--- src/rtl/core_run_controller.sv ---
`timescale 1ns/1ps
// Boot/run sequencer: streams a program into the core's instruction memory,
// releases core reset, runs for a programmed cycle count, then reports done.
module core_run_controller #(
   parameter int INSTRUCTION_LEN = 32,
   parameter int IMEM_ADDR_SIZE  = 10,
   parameter int CYCLE_CNT_LEN   = 16,
   parameter int FLUSH_CYCLES    = 4
) (
   input  logic                       clk,
   input  logic                       rst,
   input  logic                       start,
   input  logic                       abort,
   input  logic                       load_valid,
   input  logic [INSTRUCTION_LEN-1:0] load_data,
   input  logic                       load_last,
   output logic                       load_ready,
   input  logic [CYCLE_CNT_LEN-1:0]   run_cycles,
   output logic                       ins_write,
   output logic [INSTRUCTION_LEN-1:0] instruction_out,
   output logic                       core_rst,
   output logic                       busy,
   output logic                       done,
   output logic [IMEM_ADDR_SIZE:0]    word_count,
   output logic                       overflow
);

   typedef enum logic [2:0] {
      S_IDLE, S_RSTP, S_LOAD, S_FLUSH, S_RUN, S_DONE
   } state_t;

   localparam int                  FLUSH_W    = (FLUSH_CYCLES > 1) ? $clog2(FLUSH_CYCLES) : 1;
   localparam logic [FLUSH_W-1:0]  FLUSH_LAST = FLUSH_W'(FLUSH_CYCLES - 1);
   localparam logic [IMEM_ADDR_SIZE:0] CAPACITY = {1'b1, {IMEM_ADDR_SIZE{1'b0}}};

   state_t                     state, state_nx;
   logic [FLUSH_W-1:0]         flush_cnt, flush_nx;
   logic [CYCLE_CNT_LEN-1:0]   run_cnt, run_nx;
   logic                       free_run, free_nx;
   logic [IMEM_ADDR_SIZE:0]    wc_nx;
   logic                       ovf_nx;
   logic                       wr_nx;
   logic [INSTRUCTION_LEN-1:0] data_nx;
   logic                       ready_nx, core_rst_nx, busy_nx, done_nx;

   always_ff @(posedge clk or negedge rst) begin
      if (!rst) begin
         state           <= S_IDLE;
         flush_cnt       <= '0;
         run_cnt         <= '0;
         free_run        <= 1'b0;
         word_count      <= '0;
         overflow        <= 1'b0;
         ins_write       <= 1'b0;
         instruction_out <= '0;
         load_ready      <= 1'b0;
         core_rst        <= 1'b0;
         busy            <= 1'b0;
         done            <= 1'b0;
      end else begin
         state           <= state_nx;
         flush_cnt       <= flush_nx;
         run_cnt         <= run_nx;
         free_run        <= free_nx;
         word_count      <= wc_nx;
         overflow        <= ovf_nx;
         ins_write       <= wr_nx;
         instruction_out <= data_nx;
         load_ready      <= ready_nx;
         core_rst        <= core_rst_nx;
         busy            <= busy_nx;
         done            <= done_nx;
      end
   end

   always_comb begin
      state_nx = state;
      flush_nx = flush_cnt;
      run_nx   = run_cnt;
      free_nx  = free_run;
      wc_nx    = word_count;
      ovf_nx   = overflow;
      wr_nx    = 1'b0;
      data_nx  = instruction_out;

      if (abort) begin
         state_nx = S_IDLE;
      end else begin
         unique case (state)
            S_IDLE: begin
               if (start) begin
                  state_nx = S_RSTP;
                  wc_nx    = '0;
                  ovf_nx   = 1'b0;
               end
            end
            S_RSTP: state_nx = S_LOAD;
            S_LOAD: begin
               if (load_valid && load_ready) begin
                  wr_nx   = 1'b1;
                  data_nx = load_data;
                  wc_nx   = word_count + 1'b1;
                  if (load_last) begin
                     run_nx   = run_cycles;
                     free_nx  = (run_cycles == '0);
                     flush_nx = '0;
                     state_nx = S_FLUSH;
                  end
               end else if (load_valid && word_count == CAPACITY) begin
                  // Program longer than memory: abandon the load without writing.
                  ovf_nx   = 1'b1;
                  state_nx = S_DONE;
               end
            end
            S_FLUSH: begin
               if (flush_cnt == FLUSH_LAST) state_nx = S_RUN;
               else                         flush_nx = flush_cnt + 1'b1;
            end
            S_RUN: begin
               if (!free_run) begin
                  if (run_cnt == CYCLE_CNT_LEN'(1)) state_nx = S_DONE;
                  else                               run_nx   = run_cnt - 1'b1;
               end
            end
            S_DONE: begin
               if (start) begin
                  state_nx = S_RSTP;
                  wc_nx    = '0;
                  ovf_nx   = 1'b0;
               end
            end
            default: state_nx = S_IDLE;
         endcase
      end

      // Outputs are decoded from the next state so the registered copies track the state.
      core_rst_nx = state_nx inside {S_LOAD, S_FLUSH, S_RUN, S_DONE};
      busy_nx     = state_nx inside {S_RSTP, S_LOAD, S_FLUSH, S_RUN};
      done_nx     = (state_nx == S_DONE);
      ready_nx    = (state_nx == S_LOAD) && (wc_nx < CAPACITY);
   end

endmodule

--- config.mk ---
export PLATFORM = sky130hd
export DESIGN_NAME = core_run_controller
export DESIGN_NICKNAME = d
export VERILOG_FILES = /design/src/rtl/core_run_controller.sv
export SDC_FILE = /design/constraint.sdc
export NUM_CORES = 1
export LEC_CHECK = 0
export ABC_CLOCK_PERIOD_IN_PS = 5200
export CAP_MARGIN = 5
export CORE_ASPECT_RATIO = 0.8
export CORE_MARGIN = 2
export CORE_UTILIZATION = 52
export DETAILED_ROUTE_END_ITERATION = 8
export PLACE_DENSITY = 0.86
export SLEW_MARGIN = 15
export SYNTH_ARGS = -nofsm -noshare
export SYNTH_HDL_FRONTEND = slang
export SYNTH_SLANG_ARGS = --single-unit
--- constraint.sdc ---
create_clock -name clk -period 5.2 [get_ports clk]
set_input_delay 0.52 -clock clk [delete_from_list [all_inputs] [get_ports clk]]
set_output_delay 0.52 -clock clk [all_outputs]
set_load 0.005 [all_outputs]
==> impl_metrics.ini <==
[sta]
hold_violations = 0
whs_ns = 0.3554
fin_ws_ns = 2.232
period_share = 0.5708
final.setup.tns_ns = 0
finalSetupViolations = 0
clock.fmax_ghz = 0.3369
clock_skew_ns = 0.008794
drv_slew = 0
relSlewSlack = 0.2752
period_needed_ns = 2.968
worstMarginPinSlew_ns = 1.081
rsz0062_at_grt = false

[clocking]
cts-resized-gates = 0
clock_latency_ns = 0.35
clockRootBuffer = clkbuf_8
cts_buffers = 9
cts_buffer_depth = 2
clk_pin_slew_ns = 0.08
cts.sinks = 71
cts_tree = built
postCtsSetupBuffers = 0
cts_htree_levels = 3
cts_hold_buf = 0

[setup_path]
r2r-start = state[1]
crit_fanout = 18
crit_path_frequent_cell = a22oi_1
critPathMaxStageDelay_ns = 0.89
startpoint = state[1]
cp_slowest_cell = nor3_2
cp_data_arrival_time_ns = 3.19
crit_family = simple AND/OR/NAND/NOR gates
cp.required_ns = 5.42
worstPathCellList = nor3b_1 -> a22oi_1 -> nor3_2 -> and2_4 -> a22oi_1
crit_type = flip-flop to flip-flop
path_buf_inv = 0
start_kind = flip-flop
worstSetupEndpointType = flip-flop

[drt]
routed_via_density = 5.877
drt_iter0_drc = 230
first_pass_iters = 5
drt-wirelength-per-cell_um = 17.07
vias = 3144
drc = 0
drtAntennaViolNets = 0
wl_um = 9134

[power]
pwr_density_cell_nw_per_um2 = 333.6
power_mw = 1.650
peakVddDrop_uv = 216.4
static-leakage-power_nw = 2.062

[yosys]
synth_edf_count = 0
syn_area_um2 = 3620
synth-async-reset-ratio = 1.000
syn_avg_cell_area_um2 = 10.55
ys_ff_latch = 71
synthesis.instances = 343
yosysWarnings = 0
ys.flop_type = dfrtp_1
ys_types = 56
synth_seq_area_share = 0.4908
synth_fp_nets = 402

[floorplan]
dieWidth_um = 97.28
die_area_um2 = 7649
num_io_pins = 103
coreArea_um2 = 6824
fp-row-count = 27
fp.dieH_um = 78.63
start_util = 0.5304

[global_route]
grt_pass1_vias = 3128
gr-usage-all-layers = 0.2568
grt_pass1_wl_um = 15670
grt_max_degree = 72
antenna_found_initial = 0
grt_overflow = 0

[place]
pre_cts_ws_ns = 2.199
gp_congestion = 0.8354
port_buffers = 102
dp_hpwl_um = 6538

[final_layout]
finish.utilization = 0.7248
nets = 502
mostFrequentLayoutCell = clkdlybuf4s50_1
drive_above_1_share = 0.1652
diodes = 0
final_cell_mix = clkdlybuf4s50_1 (101), dfrtp_1 (71), mux2_2 (32), nand2_1 (25), a31oi_1 (19)
syn_to_final_growth_pct = 36.64
fillers = 485

[status]
outcome = complete, no violations

[worst_hold_path]
min_path_type = input port to async pin

[flow_run]
maxCapViolations = 0
## synthesized netlist by cell type (all sizes together), types with 3 or more instances
library cell,n,area share
nand3b,3,0.0062
or3b,3,0.0073
or4,5,0.012
dfrtp,71,0.49
nand2,25,0.026
nor3,7,0.011
a21oi,17,0.034
buf,7,0.015
mux2,32,0.10
clkbuf,9,0.0093
inv,12,0.012
nor4b,4,0.0097
nor2,17,0.018
nor4,9,0.016
o21ai,16,0.022
nor3b,3,0.0062
ha,5,0.017
a31oi,19,0.033
nand2b,6,0.010
nor2b,4,0.0069
o22ai,7,0.012
nand4,4,0.0069
a22oi,3,0.0062
or3,3,0.0052
and3,3,0.0052
xnor2,5,0.012
nand3,14,0.019
o211ai,3,0.0062
## layer usage
metal / part of all wire / global-route usage / vias to the layer above
met3: 0.053 / 0.06500 / 11
met5: 0 / 0 / -
met1: 0.44 / 0.3362 / 1529
met4: 0.012 / 0.06389 / 0
met2: 0.49 / 0.4333 / 119
li1: - / - / 1485
## registers in the layout (all words and copies together) (netlist names)
name             cells
instruction_out     32
run_cnt             16
word_count          11
state                3
flush_cnt            2
busy                 1
core_rst             1
done                 1
free_run             1
ins_write            1
load_ready           1
overflow             1
## worst paths after layout
path,end,slack (ns),cells past startpoint
setup / recovery,run_cnt[13],2.23,5
hold / removal,run_cnt[9],0.36,2
setup reg to reg,run_cnt[13],2.23,5
hold reg to reg,flush_cnt[0],0.51,1
max in group asynchronous,instruction_out[9],4.27,2
min in group clk,flush_cnt[0],0.51,1
## logic make-up after synthesis
logic type                 synth area share
and+or+nand+nor                      0.1839
AOI/OAI and AO/OA                    0.1497
DFF                                  0.4908
muxes                                0.1051
buffers and inverters               0.03629
xor gates and xnor gates            0.01694
adders and majority gates           0.01728
## area by class of cell
cell class	instances	area, um2	share of cell area
Multi-Input combinational cell	244	1724	0.3486
Clock buffer	10	137.6	0.02783
Sequential cell	71	1777	0.3592
Clock inverter	6	115.1	0.02327
Timing Repair Buffer	105	1039	0.2100
Inverter	12	45.04	0.009107
Tap cell	87	108.9	0.02201
## metrics by stage
stage / cell area (um2) / std cells
floorplan: 3620 / 343
global placement: 4693 / 519
detailed placement: 4693 / 519
CTS: 4946 / 535
global route: 4946 / 535
finish: 4946 / 535
## where the power goes
| group | switching, mW | internal (mW) |
|---|---|---|
| logic | 0.163 | 0.222 |
| registers | 0.0838 | 0.636 |
| clock network | 0.212 | 0.334 |
| total | 0.458 | 1.19 |
No activity file was read; power rests on OpenSTA's default activity.
